--- src/rtl/axis_spi_slave_fifo.sv ---
// SPI slave bridged to AXI-Stream through TX and RX FIFOs, all logic in the axis_aclk domain.
// Define AXIS_SPI_OVERRUN_CNT_EN to add the saturating o_rx_overrun_cnt output.
module axis_spi_slave_fifo #(
  parameter int DATA_W     = 8,
  parameter int FIFO_DEPTH = 16,
  parameter int CPOL       = 0,
  parameter int CPHA       = 0,
  parameter int MSB_FIRST  = 1
) (
  input  logic              axis_aclk,
  input  logic              axis_aresetn,
  input  logic              i_spi_clk,
  input  logic              i_spi_mosi,
  input  logic              i_spi_cs,
  output logic              o_spi_miso,
  input  logic [DATA_W-1:0] s_axis_tdata,
  input  logic              s_axis_tvalid,
  output logic              s_axis_tready,
  output logic [DATA_W-1:0] m_axis_tdata,
  output logic              m_axis_tvalid,
  input  logic              m_axis_tready,
  output logic              m_axis_tuser,
  output logic              m_axis_tlast,
`ifdef AXIS_SPI_OVERRUN_CNT_EN
  output logic [15:0]       o_rx_overrun_cnt,
`endif
  output logic              m_axis_tkeep
);

  localparam int AW = $clog2(FIFO_DEPTH);
  localparam int CW = $clog2(DATA_W);
  localparam logic [CW-1:0] LAST_BIT    = CW'(DATA_W - 1);
  localparam logic [AW:0]   FULL_COUNT  = (AW + 1)'(FIFO_DEPTH);
  localparam logic          IDLE_CLK    = (CPOL != 0);
  localparam logic          SAMPLE_RISE = ((CPOL != 0) == (CPHA != 0));

  // ---------------------------------------------------------------- synchronisers
  logic [1:0] r_sclk_sync, r_mosi_sync, r_cs_sync;
  logic       r_sclk_d, r_cs_d, r_armed, r_ready_en;

  // CS sync resets to "selected" so a CS already low at reset release never looks like a fresh fall.
  always_ff @(posedge axis_aclk or negedge axis_aresetn) begin
    if (!axis_aresetn) begin
      r_sclk_sync <= {IDLE_CLK, IDLE_CLK};
      r_sclk_d    <= IDLE_CLK;
      r_mosi_sync <= '0;
      r_cs_sync   <= '0;
      r_cs_d      <= 1'b0;
      r_armed     <= 1'b0;
      r_ready_en  <= 1'b0;
    end else begin
      // NOTE: sequential state uses non-blocking assignments so every flop samples pre-edge values.
      r_sclk_sync <= {r_sclk_sync[0], i_spi_clk};
      r_sclk_d    <= r_sclk_sync[1];
      r_mosi_sync <= {r_mosi_sync[0], i_spi_mosi};
      r_cs_sync   <= {r_cs_sync[0], i_spi_cs};
      r_cs_d      <= r_cs_sync[1];
      r_ready_en  <= 1'b1;
      if (r_cs_sync[1]) r_armed <= 1'b1;
    end
  end

  logic w_sclk, w_mosi, w_cs_n, w_framing, w_cs_fall, w_cs_edge;
  logic w_sample, w_shift, w_word_done;
  logic [CW-1:0] r_bit_cnt;

  assign w_sclk      = r_sclk_sync[1];
  assign w_mosi      = r_mosi_sync[1];
  assign w_cs_n      = r_cs_sync[1];
  assign w_framing   = r_armed & ~w_cs_n;
  assign w_cs_fall   = r_armed & r_cs_d & ~w_cs_n;
  assign w_cs_edge   = r_cs_d ^ w_cs_n;
  assign w_sample    = w_framing & (SAMPLE_RISE ? (~r_sclk_d & w_sclk) : (r_sclk_d & ~w_sclk));
  assign w_shift     = w_framing & (SAMPLE_RISE ? (r_sclk_d & ~w_sclk) : (~r_sclk_d & w_sclk));
  assign w_word_done = w_sample & (r_bit_cnt == LAST_BIT);

  // ---------------------------------------------------------------- shift datapath
  logic [DATA_W-1:0] r_rx_shift, r_tx_shift, r_rx_word;
  logic [DATA_W-1:0] w_rx_next, w_tx_shifted;
  logic              r_rx_push, r_rx_user, r_first, w_tx_bit;

  always_comb begin
    // NOTE: every combinational output gets a default first so no path can infer a latch.
    w_rx_next    = r_rx_shift;
    w_tx_shifted = r_tx_shift;
    w_tx_bit     = r_tx_shift[0];
    if (MSB_FIRST != 0) begin
      w_rx_next    = {r_rx_shift[DATA_W-2:0], w_mosi};
      w_tx_shifted = {r_tx_shift[DATA_W-2:0], 1'b1};
      w_tx_bit     = r_tx_shift[DATA_W-1];
    end else begin
      w_rx_next    = {w_mosi, r_rx_shift[DATA_W-1:1]};
      w_tx_shifted = {1'b1, r_tx_shift[DATA_W-1:1]};
    end
  end

  logic              w_tx_load, w_tx_pop, w_tx_push;
  logic [DATA_W-1:0] w_tx_head;
  logic [AW:0]       r_tx_count;

  assign w_tx_load = w_cs_fall | w_word_done;
  assign w_tx_pop  = w_tx_load & (r_tx_count != '0);

  // A shift edge seen with the counter at 0 is the first edge of a word: the freshly loaded MSB stays put.
  always_ff @(posedge axis_aclk or negedge axis_aresetn) begin
    if (!axis_aresetn) begin
      r_bit_cnt  <= '0;
      r_rx_shift <= '0;
      r_tx_shift <= '0;
      r_rx_word  <= '0;
      r_rx_push  <= 1'b0;
      r_rx_user  <= 1'b0;
      r_first    <= 1'b0;
    end else begin
      r_rx_push <= w_word_done;
      if (w_word_done) begin
        r_rx_word <= w_rx_next;
        r_rx_user <= r_first;
      end
      if (w_cs_edge)     r_bit_cnt <= '0;
      else if (w_sample) r_bit_cnt <= (r_bit_cnt == LAST_BIT) ? '0 : r_bit_cnt + CW'(1);
      if (w_sample) r_rx_shift <= w_rx_next;
      if (w_cs_fall)        r_first <= 1'b1;
      else if (w_word_done) r_first <= 1'b0;
      if (w_tx_load)                          r_tx_shift <= w_tx_pop ? w_tx_head : '1;
      else if (w_shift && r_bit_cnt != '0)    r_tx_shift <= w_tx_shifted;
    end
  end

  assign o_spi_miso = w_framing ? w_tx_bit : 1'b1;

  // ---------------------------------------------------------------- TX FIFO
  logic [DATA_W-1:0] r_tx_mem [FIFO_DEPTH];
  logic [AW-1:0]     r_tx_wr, r_tx_rd;

  assign s_axis_tready = r_ready_en & (r_tx_count != FULL_COUNT);
  assign w_tx_push     = s_axis_tvalid & s_axis_tready;
  assign w_tx_head     = r_tx_mem[r_tx_rd];

  // NOTE: FIFO storage has no reset; emptiness is defined by the pointers and count alone.
  always_ff @(posedge axis_aclk) begin
    if (w_tx_push) r_tx_mem[r_tx_wr] <= s_axis_tdata;
  end

  always_ff @(posedge axis_aclk or negedge axis_aresetn) begin
    if (!axis_aresetn) begin
      r_tx_wr    <= '0;
      r_tx_rd    <= '0;
      r_tx_count <= '0;
    end else begin
      if (w_tx_push) r_tx_wr <= r_tx_wr + AW'(1);
      if (w_tx_pop)  r_tx_rd <= r_tx_rd + AW'(1);
      r_tx_count <= r_tx_count + (AW + 1)'(w_tx_push) - (AW + 1)'(w_tx_pop);
    end
  end

  // ---------------------------------------------------------------- RX FIFO
  logic [DATA_W:0] r_rx_mem [FIFO_DEPTH];
  logic [AW-1:0]   r_rx_wr, r_rx_rd;
  logic [AW:0]     r_rx_count;
  logic            w_rx_pop, w_rx_accept;

  assign m_axis_tvalid = (r_rx_count != '0);
  assign w_rx_pop      = m_axis_tvalid & m_axis_tready;
  // A full FIFO still takes the word when the head leaves in the same cycle.
  assign w_rx_accept   = r_rx_push & ((r_rx_count != FULL_COUNT) | w_rx_pop);
  assign m_axis_tdata  = r_rx_mem[r_rx_rd][DATA_W-1:0];
  assign m_axis_tuser  = m_axis_tvalid & r_rx_mem[r_rx_rd][DATA_W];
  assign m_axis_tlast  = 1'b1;
  assign m_axis_tkeep  = 1'b1;

  always_ff @(posedge axis_aclk) begin
    if (w_rx_accept) r_rx_mem[r_rx_wr] <= {r_rx_user, r_rx_word};
  end

  always_ff @(posedge axis_aclk or negedge axis_aresetn) begin
    if (!axis_aresetn) begin
      r_rx_wr    <= '0;
      r_rx_rd    <= '0;
      r_rx_count <= '0;
    end else begin
      if (w_rx_accept) r_rx_wr <= r_rx_wr + AW'(1);
      if (w_rx_pop)    r_rx_rd <= r_rx_rd + AW'(1);
      r_rx_count <= r_rx_count + (AW + 1)'(w_rx_accept) - (AW + 1)'(w_rx_pop);
    end
  end

`ifdef AXIS_SPI_OVERRUN_CNT_EN
  logic        w_rx_drop;
  logic [15:0] r_overrun_cnt;

  assign w_rx_drop        = r_rx_push & ~w_rx_accept;
  assign o_rx_overrun_cnt = r_overrun_cnt;

  always_ff @(posedge axis_aclk or negedge axis_aresetn) begin
    if (!axis_aresetn)                              r_overrun_cnt <= '0;
    else if (w_rx_drop && r_overrun_cnt != 16'hFFFF) r_overrun_cnt <= r_overrun_cnt + 16'd1;
  end
`endif

endmodule

--- config.mk ---
export PLATFORM = sky130hd
export DESIGN_NAME = axis_spi_slave_fifo
export DESIGN_NICKNAME = d
export VERILOG_FILES = /design/src/rtl/axis_spi_slave_fifo.sv
export SDC_FILE = /design/constraint.sdc
export NUM_CORES = 1
export LEC_CHECK = 0
export BUFFER_PORTS_ARGS = -buffer_cell sky130_fd_sc_hd__buf_4
export CAP_MARGIN = 10
export CORE_MARGIN = 5
export CORE_UTILIZATION = 60
export DETAILED_ROUTE_END_ITERATION = 6
export HOLD_SLACK_MARGIN = 0.03
export PLACE_DENSITY = 0.77
export SLEW_MARGIN = 20
export SYNTH_ARGS = -nofsm -noshare
export SYNTH_HDL_FRONTEND = slang
export SYNTH_SLANG_ARGS = --single-unit
--- constraint.sdc ---
create_clock -name axis_aclk -period 4 [get_ports axis_aclk]
set_input_delay 1.2 -clock axis_aclk [delete_from_list [all_inputs] [get_ports axis_aclk]]
set_output_delay 1.2 -clock axis_aclk [all_outputs]
set_load 0.05 [all_outputs]
==> results of run 1 <==
## power by group through the flow
| stage | logic, mW | registers, mW | clock network (mW) |
|---|---|---|---|
| 3_5_place_dp | 1.93 | 4.41 | 0 |
| 3_3_place_gp | 1.82 | 4.40 | 0 |
| 4_1_cts | 1.94 | 4.35 | 2.95 |
| 6_report | 1.91 | 4.35 | 2.90 |
| 5_1_grt | 2.08 | 4.40 | 3.13 |
| 2_1_floorplan | 1.66 | 4.20 | 0 |
## area by class of cell
type                       instances  area share, %
timing repair buffer              62          3.251
sequential                       337          64.94
multi-input combinational        278          21.94
clock inverter                     9         0.4230
tap                              280          2.322
inverter                          31         0.7713
clock buffer                      52          6.353
## through the flow
| step | utilization (%) | worst slack [ns] |
|---|---|---|
| 2_1_floorplan | - | 0.8401 |
| 3_3_place_gp | 64.24 | 0.6401 |
| 3_5_place_dp | 64.24 | 0.5943 |
| 4_1_cts | 68.91 | 0.03367 |
| 5_1_grt | 68.92 | 0.02382 |
| 6_report | 68.92 | 0.1330 |
## sequential cells by signal, indices dropped and copies added (netlist names), 5 cells and up
register    count
r_tx_count      5
r_rx_mem      144
r_tx_shift      8
r_tx_mem      128
r_rx_count      5
r_rx_shift      7
r_rx_word       8
## logic make-up (layout without fill, tap and decap cells)
family	after synthesis	count (layout)	share of synthesized area (%)
flip-flops	337	337	73.28
multiplexers	110	110	15.83
AND/OR/NAND/NOR	80	80	2.818
buffers and inverters	59	154	2.013
AO/OA/AOI/OAI	37	37	2.013
adder cells (fa/ha/maj)	27	27	2.640
XOR/XNOR	21	21	1.376
other	1	3	0.02806
## worst min path at each step
stage,start,end,slack [ns],cells after the start
2_1_floorplan,r_cs_sync[0],r_cs_sync[1],0.33,0
3_3_place_gp,r_cs_sync[0],r_cs_sync[1],0.34,0
3_5_place_dp,r_mosi_sync[0],r_mosi_sync[1],0.34,0
4_1_cts,r_cs_sync[0],r_cs_sync[1],0.35,0
5_1_grt,r_cs_sync[0],r_cs_sync[1],0.35,0
6_report,r_cs_sync[0],r_cs_sync[1],0.35,0
## per-layer routing
| layer | track usage, % | vias up | part of all wire [%] |
|---|---|---|---|
| li1 | - | 2788 | - |
| met1 | 24.02 | 3328 | 37 |
| met2 | 36.57 | 176 | 55 |
| met3 | 3.132 | 59 | 4.3 |
| met4 | 6.708 | 0 | 3.0 |
| met5 | 0 | - | 0 |
## critical path: stages, from the launching register on
cell     delay, ns
dfrtp_4       0.56
buf_12        0.28
mux4_2        0.55
mux4_2        0.53
buf_4         0.22
## synth_stat cells (8+ instances only)
library cell | number | area [µm²]
mux2i_1 | 10 | 100.1
buf_2 | 11 | 55.05
ha_1 | 25 | 312.8
nor2_1 | 34 | 127.6
nor3_1 | 8 | 40.04
nand2_1 | 17 | 63.81
mux4_2 | 79 | 1779
o21ai_0 | 8 | 40.04
xnor2_1 | 14 | 122.6
dfrtp_1 | 65 | 1627
mux2_2 | 21 | 236.5
edfxtp_1 | 272 | 8168
inv_1 | 30 | 112.6
## repair_timing
item	in CTS	in global routing
hold buffers	0	0
gates resized for setup	0	1
setup endpoints to repair	0	1
==> qor.yml, run 1 <==
rr_worst_depth: 16
cts_tree: "built"
diodes: 0
tns_ns: 0
maxCapViolations: 0
pin_count: 29
final-seq-area_um2: 9798
cp-end-kind: "output port"
start_util_pct: 61.05
switchingPower_mw: 2.485
drv_slew: 0
p_total_mw: 9.157
reg2reg_to: "r_tx_count[4]"
finalCritPeriodShare_pct: 96.67
synth-seq-cells: 337
numCtsBuffers: 34
ant_nets: 0
grt-ovfl-total: 0
critPathArrivalTime_ns: 2.67
cts.sink_count: 337
synth_edf_count: 272
fin_area_um2: 15090
yosysSeqAreaShare_pct: 73.28
post_cts_buffers: 0
antenna_found_initial: 0
place_inst: 988
p_int_mw: 6.672
track_usage_pct: 19.88
die_y_um: 159.3
gp_congestion: 0.7539
async_flop_share_pct: 19.29
p_comb_share_pct: 20.9
grt_start_max_net_pins: 66
worstSetupPathType: "reg -> out"
die_w_um: 159.3
status: "finished, final reports clean"
critPathLaunch: "r_rx_rd[0]"
crit_path_end: "m_axis_tdata[5]"
drive_above_1_share_pct: 27.57
root_buffer: "clkbuf_16"
worst_pin_slew_ns: 1.008
area_growth_pct: 12.88
clock_latency_ns: 0.52
relSlewSlack_pct: 32.78
final_nets: 786
fin_crit_ns: 3.867
crit_required_ns: 2.80
setup_viol: 0
dp_hpwl_um: 15700
crit_fanout: 28
dr.first_iter.drc_count: 496
finClkSkew_ns: 0.02254
viasPerCell: 6.054
rsz0062_at_grt: "no"
synthCells: 672
fin_cells: 1049
layout_commonest_cell: "edfxtp_1"
worst_setup_path_start_kind: "flop"
synth_area_um2: 13370
final_cell_mix: "edfxtp_1 (272), mux4_2 (79), dfrtp_1 (64), buf_4 (60)"
ctsHtreeMaxLevel: 2
wl_um: 24700
grt_pass1_wl_um: 39120
hold_slack_ns: 0.3473
port_buffers: 26
clock_power_share_pct: 31.7
dieArea_um2: 25360
place_area_um2: 14060
leakagePower_nw: 5.109
ir_drop_v: 0.0004249
std_cell_rows: 54
syn_avg_cell_area_um2: 19.89
synthDistinctLibCells: 44
route.detailed.drc: 0
core-area_um2: 21890
hold_violations: 0
crit-reg2reg-launch: "r_bit_cnt[0]"
first_pass_iters: 6
p_sw_share_pct: 27.13
wire_per_inst_um: 23.54
vias: 6351
rrSetupSlack_ns: 0.74
ys_warn_count: 0
cts.reportedPaths.clkPinSlew_ns: 0.06
multi_input_area_um2: 3309
synth_ff_type: "edfxtp_1"
clock_path_buffers: 3
hp-class: "reg -> reg"
p_per_area_nw_per_um2: 607.0
fillers: 1364
fmax_mhz: 258.6
p_seq_share_pct: 47.5
grt_pass1_vias: 6876
Note: power is estimated with default switching activity, not from simulation.
==> run 2: changes to the inputs <==
--- a/config.mk
+++ b/config.mk
@@ -8,10 +8,10 @@
 export BUFFER_PORTS_ARGS = -buffer_cell sky130_fd_sc_hd__buf_4
 export CAP_MARGIN = 10
 export CORE_MARGIN = 5
-export CORE_UTILIZATION = 60
+export CORE_UTILIZATION = 62
 export DETAILED_ROUTE_END_ITERATION = 6
 export HOLD_SLACK_MARGIN = 0.03
-export PLACE_DENSITY = 0.77
+export PLACE_DENSITY = 0.79
 export SLEW_MARGIN = 20
 export SYNTH_ARGS = -nofsm -noshare
 export SYNTH_HDL_FRONTEND = slang
==> run 2 against run 1 <==
Against the previous run:
- sequential power rose by 2%
- critical path depth did not move
- wire length rose by 8.0%
- largest cell class unchanged
- die area fell by 3.0%
- power is 2.0% higher
- flip-flop and latch count did not move
==> qor.yml, run 2 (synthesis results as in run 1) <==
multi_input_area_um2: 3309
cts_tree: "built"
ir_drop_v: 0.0003717
crit_required_ns: 2.80
place_area_um2: 14040
leakagePower_nw: 5.112
grt_pass1_wl_um: 41670
finClkSkew_ns: 0.01412
antenna_found_initial: 0
dr.first_iter.drc_count: 785
hp-class: "reg -> reg"
pre_cts_ws_ns: 0.4346
finalCritPeriodShare_pct: 96.29
grt_start_max_net_pins: 66
dieArea_um2: 24590
final_cell_mix: "edfxtp_1 (272), mux4_2 (79), dfrtp_1 (62), buf_4 (60), nor2_1 (34)"
worst_pin_slew_ns: 0.9479
relSlewSlack_pct: 36.81
largest_register_ffs: 144
fin_crit_ns: 3.852
top_regs: "r_rx_mem: 144 flops, r_tx_mem: 128 flops"
cts.sink_count: 337
numCtsBuffers: 31
grt-ovfl-total: 0
status: "finished, final reports clean"
ant_nets: 0
wire_per_inst_um: 25.66
vias: 6487
fin_area_um2: 15100
track_usage_pct: 22.72
std_cell_rows: 53
root_buffer: "clkbuf_16"
largest-register: "r_rx_mem"
fmax_mhz: 259.6
cp-end-kind: "output port"
setup_viol: 0
core-area_um2: 21150
wl_um: 26660
hold_violations: 0
crit_fanout: 34
gp_congestion: 0.7903
start_util_pct: 63.18
fin_cells: 1039
dr_wl_met3_um: 1897
highest_layer: "met4"
route.detailed.drc: 0
port_buffers: 26
die_w_um: 156.8
die_y_um: 156.8
clock_path_buffers: 3
final_nets: 782
wl_met1_um: 10680
first_pass_iters: 5
rsz0062_at_grt: "no"
worst_setup_path_start_kind: "flop"
cts.reportedPaths.clkPinSlew_ns: 0.06
critPathArrivalTime_ns: 2.65
dp_hpwl_um: 16550
wl_met2_um: 13580
layout_commonest_cell: "edfxtp_1"
p_per_area_nw_per_um2: 619.0
worstSetupPathType: "reg -> out"
area_growth_pct: 12.95
place_inst: 982
final-seq-area_um2: 9798
ctsHtreeMaxLevel: 1
drive_above_1_share_pct: 28.27
p_total_mw: 9.344
drv_slew: 0
layout_setup_ws_ns: 0.1482
maxCapViolations: 0
diodes: 0
pin_count: 29
viasPerCell: 6.244
tns_ns: 0
clock_latency_ns: 0.55
grt_pass1_vias: 7064
holdBufCountCts: 0
fillers: 1185
==> run 2: changes by cell type in the layout (fill, tap and decap cells not counted), moves of 2 or more <==
cell,previous run,this run
dfrtp_2,0,3
dfrtp_1,64,62
clkbuf_1,14,3
clkinv_1,2,6
clkbuf_8,4,0
clkbuf_16,34,31
bufinv_16,0,6
clkinv_2,3,6
==> run 2: layout make-up <==
class	count	share of cell area [%]
Clock buffer	34	5.213
Clock inverter	23	1.790
Inverter	31	0.7708
Multi-Input combinational cell	278	21.92
Sequential cell	337	64.91
Tap cell	275	2.279
Timing Repair Buffer	61	3.116
==> run 2: final timing paths <==
kind                                from              end  slack, ns  depth (start not counted)
setup / recovery              r_rx_rd[0]  m_axis_tdata[4]       0.15                          4
hold / removal              r_cs_sync[0]     r_cs_sync[1]       0.35                          0
setup reg to reg           r_tx_count[2]    r_tx_count[4]       0.64                         14
hold reg to reg             r_cs_sync[0]     r_cs_sync[1]       0.35                          0
max in group asynchronous   axis_aresetn       r_tx_rd[2]       2.67                          1
min in group asynchronous   axis_aresetn       r_rx_rd[3]       0.74                          1
==> run 2: report_power, final <==
part / total, mW / internal, mW / switching, mW
Sequential: 4.43 / 4.02 / 0.408
Combinational: 1.86 / 0.981 / 0.879
Clock: 3.05 / 1.80 / 1.25
==> run 2: repair_timing <==
item / CTS / global route
endpoints found under the setup margin: 6 / 0
setup buffers: 0 / 0
gates resized for setup: 1 / 0
==> run 2: worst max-delay path, cell delays in order, from the launching register on <==
cell	delay (ns)
dfrtp_2	0.48
buf_12	0.28
mux4_2	0.60
mux4_2	0.48
buf_4	0.21
==> run 2: layer usage <==
layer | global-route usage [%] | vias up
met4 | 5.083 | 0
met5 | 0 | -
met2 | 37.71 | 287
met1 | 32.35 | 3371
li1 | - | 2780
met3 | 4.065 | 49
==> run 2: metrics by stage <==
stage               hold WS (ns)  util [%]
floorplan                 0.3312         -
global placement          0.3412     66.35
detailed placement        0.3396     66.35
CTS                       0.3569     71.36
global route              0.3565     71.36
finish                    0.3534     71.36
